[config.mk]
export PLATFORM = sky130hd
export DESIGN_NAME = mii_rx_trigger_gen
export DESIGN_NICKNAME = d
export VERILOG_FILES = /design/src/rtl/mii_dbg_pkg.sv /design/src/rtl/sat_counter.sv /design/src/rtl/mii_rx_trigger_gen.sv
export SDC_FILE = /design/constraint.sdc
export NUM_CORES = 1
export LEC_CHECK = 0
export ABC_AREA = 1
export CELL_PAD_IN_SITES_DETAIL_PLACEMENT = 0
export CELL_PAD_IN_SITES_GLOBAL_PLACEMENT = 2
export CORE_MARGIN = 2
export CORE_UTILIZATION = 24
export DETAILED_ROUTE_END_ITERATION = 6
export PLACE_DENSITY = 0.74
export SLEW_MARGIN = 10
export SYNTH_ARGS = -nofsm -noshare
export SYNTH_HDL_FRONTEND = slang
export SYNTH_SLANG_ARGS = --single-unit
[constraint.sdc]
create_clock -name clk -period 2.3 [get_ports clk]
set_input_delay 0.345 -clock clk [delete_from_list [all_inputs] [get_ports clk]]
set_output_delay 0.345 -clock clk [all_outputs]
set_load 0.01 [all_outputs]
[src/rtl/mii_dbg_pkg.sv]
// Shared definitions for the MII receive debug trigger path: FSM states,
// MII framing nibbles and the masked byte-compare helper.
package mii_dbg_pkg;

  typedef enum logic [2:0] {
    ST_IDLE     = 3'd0,
    ST_PREAMBLE = 3'd1,
    ST_MATCH    = 3'd2,
    ST_BODY     = 3'd3,
    ST_DROP     = 3'd4
  } rx_state_e;

  localparam logic [3:0] PREAMBLE_NIB = 4'h5;
  localparam logic [3:0] SFD_NIB      = 4'hD;

  // A byte only counts as different when its compare enable is set.
  function automatic logic byte_differs(input logic [7:0] rx_byte,
                                        input logic [7:0] pat_byte,
                                        input logic       care);
    return care & (rx_byte != pat_byte);
  endfunction

endpackage

[src/rtl/sat_counter.sv]
// Statistics counter that increments on request and sticks at all-ones.
module sat_counter #(
  parameter int CNT_W = 16
) (
  input  logic             clk,
  input  logic             reset,
  input  logic             inc,
  output logic [CNT_W-1:0] out
);

  localparam logic [CNT_W-1:0] CNT_MAX = {CNT_W{1'b1}};

  // Saturating count register.
  always_ff @(posedge clk or posedge reset) begin
    if (reset) begin
      out <= {CNT_W{1'b0}};
    end else if (inc && (out != CNT_MAX)) begin
      out <= out + CNT_W'(1);
    end else begin
      out <= out;
    end
  end

endmodule

[src/rtl/mii_rx_trigger_gen.sv]
// MII RX nibble deserialiser: finds preamble/SFD, compares the leading frame
// bytes against a masked pattern and pulses the IICE external trigger.
module mii_rx_trigger_gen
  import mii_dbg_pkg::*;
#(
  parameter int PATTERN_BYTES = 6,
  parameter int CNT_W         = 16
) (
  input  logic                       clk,
  input  logic                       reset,
  input  logic                       rxdv,
  input  logic                       rxer,
  input  logic [3:0]                 rxd,
  input  logic                       sampler_ready,
  input  logic                       cfg_en,
  input  logic                       cfg_on_error,
  input  logic [8*PATTERN_BYTES-1:0] cfg_pattern,
  input  logic [PATTERN_BYTES-1:0]   cfg_mask,
  output logic                       trig_out,
  output logic [CNT_W-1:0]           frame_cnt,
  output logic [CNT_W-1:0]           err_cnt,
  output logic [CNT_W-1:0]           miss_cnt
);

  localparam logic [2:0] LAST_IDX = 3'(PATTERN_BYTES - 1);

  logic        rxdv_r;
  logic        rxer_r;
  logic [3:0]  rxd_r;
  logic        valid_r;
  logic        armed_r;
  rx_state_e   state_r;
  rx_state_e   state_s;
  logic [2:0]  byte_idx_r;
  logic [2:0]  byte_idx_s;
  logic        phase_r;
  logic        phase_s;
  logic [3:0]  low_nib_r;
  logic [3:0]  low_nib_s;
  logic        mismatch_r;
  logic        mismatch_s;
  logic        frame_inc_s;
  logic        err_evt_s;
  logic        match_s;
  logic        trig_evt_s;
  logic        trig_s;
  logic        miss_inc_s;
  logic        trig_out_r;
  logic [7:0]  pat_byte_s;
  logic        care_s;

  // Input capture stage; every decision below uses these copies.
  always_ff @(posedge clk or posedge reset) begin
    if (reset) begin
      rxdv_r <= 1'b0;
      rxer_r <= 1'b0;
      rxd_r  <= 4'h0;
    end else begin
      rxdv_r <= rxdv;
      rxer_r <= rxer;
      rxd_r  <= rxd;
    end
  end

  // Arm only after a truly sampled idle line, so a frame cut by reset is dropped.
  always_ff @(posedge clk or posedge reset) begin
    if (reset) begin
      valid_r <= 1'b0;
      armed_r <= 1'b0;
    end else begin
      valid_r <= 1'b1;
      armed_r <= armed_r | (valid_r & ~rxdv_r);
    end
  end

  // Select the pattern byte and compare enable for the current byte index.
  always_comb begin
    pat_byte_s = 8'h00;
    care_s     = 1'b0;
    for (int k = 0; k < PATTERN_BYTES; k++) begin
      pat_byte_s = (byte_idx_r == 3'(k)) ? cfg_pattern[8*k +: 8] : pat_byte_s;
      care_s     = (byte_idx_r == 3'(k)) ? cfg_mask[k] : care_s;
    end
  end

  // Next-state and event decode.
  always_comb begin
    state_s     = state_r;
    byte_idx_s  = byte_idx_r;
    phase_s     = phase_r;
    low_nib_s   = low_nib_r;
    mismatch_s  = mismatch_r;
    frame_inc_s = 1'b0;
    err_evt_s   = 1'b0;
    match_s     = 1'b0;
    if (!rxdv_r) begin
      state_s = ST_IDLE;
    end else if (rxer_r && (state_r inside {ST_PREAMBLE, ST_MATCH, ST_BODY})) begin
      // Leaving for DROP guarantees one error count per frame.
      err_evt_s = 1'b1;
      state_s   = ST_DROP;
    end else begin
      case (state_r)
        ST_IDLE: begin
          if (armed_r && (rxd_r == PREAMBLE_NIB)) begin
            state_s = ST_PREAMBLE;
          end else begin
            state_s = ST_DROP;
          end
        end
        ST_PREAMBLE: begin
          if (rxd_r == PREAMBLE_NIB) begin
            state_s = ST_PREAMBLE;
          end else if (rxd_r == SFD_NIB) begin
            state_s     = ST_MATCH;
            byte_idx_s  = 3'd0;
            phase_s     = 1'b0;
            mismatch_s  = 1'b0;
            frame_inc_s = 1'b1;
          end else begin
            state_s = ST_DROP;
          end
        end
        ST_MATCH: begin
          if (!phase_r) begin
            low_nib_s = rxd_r;
            phase_s   = 1'b1;
          end else begin
            phase_s    = 1'b0;
            mismatch_s = mismatch_r | byte_differs({rxd_r, low_nib_r}, pat_byte_s, care_s);
            if (byte_idx_r == LAST_IDX) begin
              match_s = ~mismatch_s;
              state_s = ST_BODY;
            end else begin
              byte_idx_s = byte_idx_r + 3'd1;
            end
          end
        end
        ST_BODY: state_s = ST_BODY;
        ST_DROP: state_s = ST_DROP;
        default: state_s = ST_IDLE;
      endcase
    end
  end

  assign trig_evt_s = cfg_en & (match_s | (err_evt_s & cfg_on_error));
  assign trig_s     = trig_evt_s & sampler_ready;
  assign miss_inc_s = trig_evt_s & ~sampler_ready;

  // FSM and byte-compare context registers.
  always_ff @(posedge clk or posedge reset) begin
    if (reset) begin
      state_r    <= ST_IDLE;
      byte_idx_r <= 3'd0;
      phase_r    <= 1'b0;
      low_nib_r  <= 4'h0;
      mismatch_r <= 1'b0;
      trig_out_r <= 1'b0;
    end else begin
      state_r    <= state_s;
      byte_idx_r <= byte_idx_s;
      phase_r    <= phase_s;
      low_nib_r  <= low_nib_s;
      mismatch_r <= mismatch_s;
      trig_out_r <= trig_s;
    end
  end

  assign trig_out = trig_out_r;

  sat_counter #(.CNT_W(CNT_W)) u_frame_cnt (
    .clk   (clk),
    .reset (reset),
    .inc   (frame_inc_s),
    .out   (frame_cnt)
  );

  sat_counter #(.CNT_W(CNT_W)) u_err_cnt (
    .clk   (clk),
    .reset (reset),
    .inc   (err_evt_s),
    .out   (err_cnt)
  );

  sat_counter #(.CNT_W(CNT_W)) u_miss_cnt (
    .clk   (clk),
    .reset (reset),
    .inc   (miss_inc_s),
    .out   (miss_cnt)
  );

endmodule

==> results.py, run 1 <==
metrics = {
    "worst_setup_path": {
        "worst-setup-path-type": "reg2reg",
        "crit_chain": "buf_6 > ha_4 > ha_4 > clkinv_8 > buf_12 > nand2_1 > inv_1 > nand2_2 > nand2_2 > nand2_2 > nand2_1 > nand2_1 > nand2_2 > nand2_2 > nor2_1 > nand2_1 > nand2_2 > nand3_2 > nand2_4 > nand3_4 > nand2_1 > nand2_1",
        "startpoint_type": "register",
        "worstPathRequired_ps": 2520,
        "rr_endpoint": "u_miss_cnt.out[11]",
        "cp_slowest_cell": "dfrtp_1",
        "r2r_cells": 22,
        "r2r-start": "byte_idx_r[0]",
        "crit_buf_inv": 4,
        "critPathMaxFanout": 8,
        "critical_path_arrival_ps": 2730,
        "r2r_slack_ps": -210,
        "crit_family": "simple AND/OR/NAND/NOR gates",
        "cpPeakStageDelay_ps": 400,
        "end_kind": "register",
    },
    "clock_network": {
        "insertion_delay_ps": 330,
        "cts-root-buf": "clkbuf_16",
        "cts_made_buffers": 9,
        "cts_tree": "built",
        "clock-sinks": 69,
        "clkTransAtPathRegs_ps": 60,
        "clock_path_buffers": 2,
        "cts_max_level": 3,
    },
    "timing": {
        "post-route-period-util_pct": 109.2,
        "skew_ps": 7.370,
        "finalWorstSetupSlack_ps": -211.2,
        "slew_headroom_pct": 62.14,
        "final_max_slew_viol_count": 0,
        "finalSetupViolCount": 17,
        "tightest_slew_ps": 566.1,
        "finalCriticalPeriod_ps": 2511,
        "rsz0062_at_grt": "true",
        "hold_viol": 0,
        "fmax_mhz": 398.2,
    },
    "place": {
        "gp_congestion": 0.7493,
        "hpwl_um": 9563,
        "io_buffers": 113,
        "placed_cell_area_sq_um": 5941,
        "place_inst": 939,
    },
    "yosys": {
        "ys_seq_elements": 69,
        "yosys.area.top_type_share_pct": 40.49,
        "ys_warn_count": 0,
        "syn_area_sq_um": 4264,
        "ys_seq_area_share_pct": 40.49,
        "async_flop_share_pct": 100.0,
        "syn_area_per_cell_sq_um": 7.520,
        "synthDominantAreaCellType": "dfrtp_1",
        "synthTopCellsByCount": "nand2_1, inv_1, dfrtp_1, nor2_1, nand3_1",
        "syn_nets": 640,
        "synth_cell_types": 40,
        "syn_inst": 567,
        "synth_edf_count": 0,
        "ys_top_cells_by_area": "dfrtp_1, nand2_1, inv_1",
        "yosysMostFrequentCell": "nand2_1",
        "synthFlopType": "dfrtp_1",
    },
    "detailed_routing": {
        "wl_per_cell_um": 13.61,
        "firstDrtPassIters": 4,
        "vias": 4238,
        "viasPerCell": 4.374,
        "drt_wl_total_um": 13190,
        "drtIter0Drc": 161,
        "drc": 0,
        "ant_nets": 0,
    },
    "power_and_ir_drop": {
        "comb_power_share_pct": 8.0,
        "power_density_nw_per_um2": 456.5,
        "clkPwrFrac_pct": 51.7,
        "p_leak_nw": 3.086,
        "p_int_w": 0.002417,
        "switchingPower_w": 0.0006442,
        "p_seq_share_pct": 40.3,
        "power_switching_share_pct": 21.04,
        "ir_drop_v": 0.0005152,
    },
    "global_routing": {
        "grt_first_pass_wirelength_um": 21230,
        "first_global_vias": 4279,
        "grt_overflow": 0,
        "antenna_found_initial": 0,
        "grt_start_max_net_pins": 70,
        "grt_usage_pct": 14.31,
    },
    "final_layout": {
        "syn_to_final_growth_pct": 57.25,
        "postLayoutCellArea_sq_um": 6705,
        "drive_gt1_share_pct": 22.18,
        "fin_util_pct": 38.63,
        "nets": 813,
        "stdcell_count": 969,
        "antennaDiodeCount": 0,
    },
    "floorplan": {
        "die_y_um": 137.3,
        "die_x_um": 137.3,
        "core_area_sq_um": 17360,
        "rows": 48,
        "start_util_pct": 24.57,
        "ioPinCount": 114,
        "die-area_sq_um": 18850,
    },
    "run": {
        "maxCapViolCount": 0,
    },
    "hold_path": {
        "hold_class": "in2async",
    },
    "status": {
        "violations": "negative setup slack",
        "status": "complete, but fails checks",
    },
}
worst max path at each step:
stage	start	to	cells after the start
finish	byte_idx_r[0]	u_miss_cnt.out[11]	22
global route	byte_idx_r[0]	u_miss_cnt.out[11]	20
CTS	byte_idx_r[0]	u_miss_cnt.out[1]	20
detailed placement	byte_idx_r[1]	u_miss_cnt.out[1]	22
global placement	byte_idx_r[1]	u_miss_cnt.out[1]	21
floorplan	byte_idx_r[2]	u_miss_cnt.out[0]	22
layout make-up:
class                           count  area, sq um
Inverter                           78        310.3
Multi-Input combinational cell    410         2387
Clock inverter                      6        112.6
Timing Repair inverter              1        7.507
Timing Repair Buffer              171         1653
Tap cell                          225        281.5
Sequential cell                    69         1728
Fill cell                        1808        10650
Clock buffer                        9        225.2
per-layer routing:
layer	routed length [um]	up-vias	share of wire, %	track usage (%)
li1	-	2156	-	-
met1	6156	1972	47	19.27
met2	6081	100	46	23.08
met3	829	10	6.3	3.311
met4	123	0	0.93	3.780
met5	0	-	0	0
state kept, by name, indices dropped and copies added, names as in the netlist, 3 cells and up:
signal,count
byte_idx_r,3
low_nib_r,4
rxd_r,4
state_r,3
u_err_cnt.out,16
u_frame_cnt.out,16
u_miss_cnt.out,16
placed cells by master, fill, tap and decap left out, types with 3 or more instances in the layout:
cell	netlist	final
a21oi_1	3	3
buf_12	0	4
buf_4	2	49
buf_6	4	3
bufinv_16	0	3
clkbuf_16	0	10
clkdlybuf4s50_1	0	113
dfrtp_1	69	68
ha_1	8	3
ha_4	0	4
inv_1	73	63
inv_2	2	10
nand2_1	165	129
nand2_2	4	35
nand2_4	1	6
nand3_1	50	47
nand3_2	2	4
nand3_4	1	3
nand3b_1	3	3
nand4_1	24	24
nor2_1	54	47
nor2_2	2	9
nor3_1	13	12
nor4_1	5	4
o21ai_0	12	12
or2_2	7	7
xnor2_1	18	18
xor2_1	22	22
cells by family (layout without fill, tap and decap cells):
kind of cell | count (synthesis) | after routing | synth area share [%]
AO/OA/AOI/OAI | 23 | 23 | 3.434
buffers and inverters | 90 | 265 | 9.771
multiplexers | 2 | 2 | 0.5281
flip-flops | 69 | 69 | 40.49
other | 1 | 1 | 0.08794
AND/OR/NAND/NOR | 334 | 336 | 35.12
XOR/XNOR | 40 | 40 | 8.216
adder cells (fa/ha/maj) | 8 | 8 | 2.348
repair_timing:
action                                  in CTS  in global routing
pin swaps                                   20                 39
cloned                                       3                  1
gates resized for setup                     33                 55
endpoints found under the setup margin      22                 26
hold buffers                                 0                  0
setup buffers                                7                  5
through the flow:
| step | setup TNS (ps) | setup slack, ps | total power [W] | hold slack (ps) |
|---|---|---|---|---|
| finish | -3258 | -211.2 | 0.003061 | 391.3 |
| global route | -6331 | -384.4 | 0.003184 | 453.6 |
| CTS | -1952 | -144.2 | 0.003108 | 429.1 |
| detailed placement | -4037 | -251.7 | 0.001488 | 441.2 |
| global placement | -3592 | -210.3 | 0.001490 | 434.3 |
| floorplan | -64.70 | -7.484 | 0.001335 | 376.4 |
power groups by stage:
| stage | Clock [W] | Combinational (W) | Sequential, W |
|---|---|---|---|
| after detailed placement | 0 | 0.000233 | 0.00126 |
| after global routing | 0.00168 | 0.000271 | 0.00123 |
| final | 0.00158 | 0.000245 | 0.00123 |
| after global placement | 0 | 0.000235 | 0.00126 |
| after floorplan | 0 | 0.0000807 | 0.00125 |
| after CTS | 0.00164 | 0.000240 | 0.00123 |
worst register-to-register path, cell delays in order (launching register included):
cell and delay, ps:
dfrtp_1 400, buf_6 140, ha_4 160, ha_4 170, clkinv_8 60, buf_12 90, nand2_1 40, inv_1 60
nand2_2 70, nand2_2 80, nand2_2 60, nand2_1 60, nand2_1 60, nand2_2 60, nand2_2 60, nor2_1 90
nand2_1 70, nand2_2 80, nand3_2 80, nand2_4 150, nand3_4 160, nand2_1 130, nand2_1 60
Power figures use the tool's default switching activity.
==> run 2: changes to the inputs <==
==> constraint.sdc (replaced) <==
create_clock -name clk -period 2.3 [get_ports clk]
set_input_delay 0.46 -clock clk [delete_from_list [all_inputs] [get_ports clk]]
set_output_delay 0.46 -clock clk [all_outputs]
set_load 0.01 [all_outputs]
==> run 2 against run 1 <==
  * The flow still finishes with violations (negative setup slack)
  * Clock skew is essentially flat
  * Power shrank 11%
  * Wire length shrank 0.68%
  * Critical path type unchanged
  * Largest power group unchanged
  * Highest routed layer unchanged
==> results.py, run 2 (synthesis results as in run 1) <==
metrics = {
    "power_and_ir_drop": {
        "power_switching_share_pct": 23.34,
        "p_int_w": 0.002085,
        "p_seq_share_pct": 45.4,
        "switchingPower_w": 0.0006347,
        "p_leak_nw": 3.066,
        "ir_drop_v": 0.0002911,
        "power_density_nw_per_um2": 413.5,
        "comb_power_share_pct": 9.0,
        "clkPwrFrac_pct": 45.7,
    },
    "final_layout": {
        "nets": 816,
        "top_regs": "u_err_cnt.out (16), u_frame_cnt.out (16), u_miss_cnt.out (16)",
        "postLayoutCellArea_sq_um": 6576,
        "drive_gt1_share_pct": 19.01,
        "final_common_cell": "nand2_1",
        "final_cell_mix": "nand2_1, clkdlybuf4s50_1, dfrtp_1",
        "syn_to_final_growth_pct": 54.23,
        "antennaDiodeCount": 0,
        "stdcell_count": 972,
    },
    "floorplan": {
        "start_util_pct": 24.57,
        "die-area_sq_um": 18850,
        "rows": 48,
        "die_x_um": 137.3,
        "die_y_um": 137.3,
        "core_area_sq_um": 17360,
        "ioPinCount": 114,
    },
    "status": {
        "violations": "negative setup slack",
        "status": "complete, but fails checks",
    },
    "clock_network": {
        "cts-root-buf": "clkbuf_16",
        "clock-sinks": 69,
        "insertion_delay_ps": 330,
        "cts_tree": "built",
        "cts_made_buffers": 9,
        "clock_path_buffers": 2,
        "clkTransAtPathRegs_ps": 50,
        "cts_max_level": 3,
    },
    "detailed_routing": {
        "vias": 4251,
        "firstDrtPassIters": 4,
        "drt_wl_total_um": 13100,
        "drtIter0Drc": 118,
        "viasPerCell": 4.373,
        "wl_per_cell_um": 13.48,
        "drc": 0,
        "ant_nets": 0,
    },
    "run": {
        "maxCapViolCount": 0,
    },
    "worst_setup_path": {
        "critical_path_arrival_ps": 2600,
        "startpoint_type": "register",
        "end_kind": "register",
        "critPathMaxFanout": 8,
        "worstPathRequired_ps": 2520,
        "worst-setup-path-type": "reg2reg",
    },
    "global_routing": {
        "grt_first_pass_wirelength_um": 20920,
        "first_global_vias": 4234,
        "grt_overflow": 0,
        "grt_usage_pct": 14.11,
        "antenna_found_initial": 0,
        "grt_start_max_net_pins": 41,
    },
    "timing": {
        "final_max_slew_viol_count": 0,
        "hold_slack_ps": 454.4,
        "hold_viol": 0,
        "finalSetupTns_ps": -1109,
        "finalCriticalPeriod_ps": 2386,
        "rsz0062_at_grt": "true",
        "finalSetupViolCount": 17,
        "finalWorstSetupSlack_ps": -86.33,
        "post-route-period-util_pct": 103.8,
        "skew_ps": 6.990,
        "fmax_mhz": 419.1,
    },
    "place": {
        "place_inst": 942,
        "gp_congestion": 0.7677,
        "hpwl_um": 9631,
        "placed_cell_area_sq_um": 5976,
        "io_buffers": 113,
    },
    "hold_path": {
        "hold_class": "reg2reg",
    },
}
-- run 2: final timing paths --
kind | startpoint | to | slack [ps] | depth (start not counted)
setup / recovery | byte_idx_r[1] | u_miss_cnt.out[2] | -90 | 22
hold / removal | valid_r | armed_r | 450 | 1
setup reg to reg | byte_idx_r[1] | u_miss_cnt.out[2] | -90 | 22
hold reg to reg | valid_r | armed_r | 450 | 1
max in group asynchronous | reset | u_miss_cnt.out[14] | 1240 | 3
min in group asynchronous | reset | u_frame_cnt.out[12] | 470 | 2
-- run 2: worst max-delay path, stage by stage, from the launching register on --
cell	delay, ps
dfrtp_1	400
inv_2	120
ha_4	170
inv_4	40
nor2_4	100
buf_6	130
nand2_1	50
nand3_1	80
nand2_1	70
nand2_1	80
nand2_1	70
nand2_1	60
nand2_1	40
nand2_1	60
nand2_2	60
nor2_1	80
nand2_1	70
nand2_2	80
nand3_2	80
nand2_4	130
nand3_4	140
nand2_2	100
nand2_1	60
-- run 2: through the flow --
stage | power, W | worst slack (ps) | util, %
2_1_floorplan | 0.001335 | -7.484 | -
3_3_place_gp | 0.001490 | -199.4 | 34.43
3_5_place_dp | 0.001488 | -223.5 | 34.43
4_1_cts | 0.002764 | -76.72 | 37.03
5_1_grt | 0.002833 | -348.6 | 37.89
6_report | 0.002719 | -86.33 | 37.89
-- run 2: power by group through the flow --
stage	Combinational (W)	Clock [W]	Sequential, W
final	0.000243	0.00124	0.00123
after CTS	0.000243	0.00129	0.00123
after floorplan	0.0000807	0	0.00125
after global placement	0.000235	0	0.00125
after detailed placement	0.000232	0	0.00126
after global routing	0.000269	0.00133	0.00123
-- run 2: what timing repair did --
action,CTS,global route
setup buffers,3,9
gates resized for setup,33,25
pin swaps,8,8
hold buffers,0,0
endpoints found under the setup margin,25,27
gates cloned,3,0
-- run 2: cell type report --
type,instances,area (sq um)
repair buffers,175,1657
repair inverters,1,8.758
clock buffers,11,232.7
clock inverters,4,26.28
flip-flops and latches,69,1728
well taps,225,281.5
inverters,78,310.3
multi-input cells,409,2332
fillers,1794,10780
-- run 2: metal layers --
metal / wire length [um] / vias up / global-route usage, %
met3: 729 / 12 / 3.017
met2: 6074 / 103 / 22.72
li1: - / 2165 / -
met4: 130 / 0 / 4.353
met1: 6166 / 1971 / 18.93
met5: 0 / - / 0
==> run 3: changes to the inputs <==
--- a/config.mk
+++ b/config.mk
@@ -10,6 +10,7 @@
 export CELL_PAD_IN_SITES_GLOBAL_PLACEMENT = 2
 export CORE_MARGIN = 2
 export CORE_UTILIZATION = 24
+export CTS_CLUSTER_SIZE = 30
 export DETAILED_ROUTE_END_ITERATION = 6
 export PLACE_DENSITY = 0.74
 export SLEW_MARGIN = 10
==> results of run 3 <==
Same layout as run 2: the final DEF is identical, and so are final timing and power.
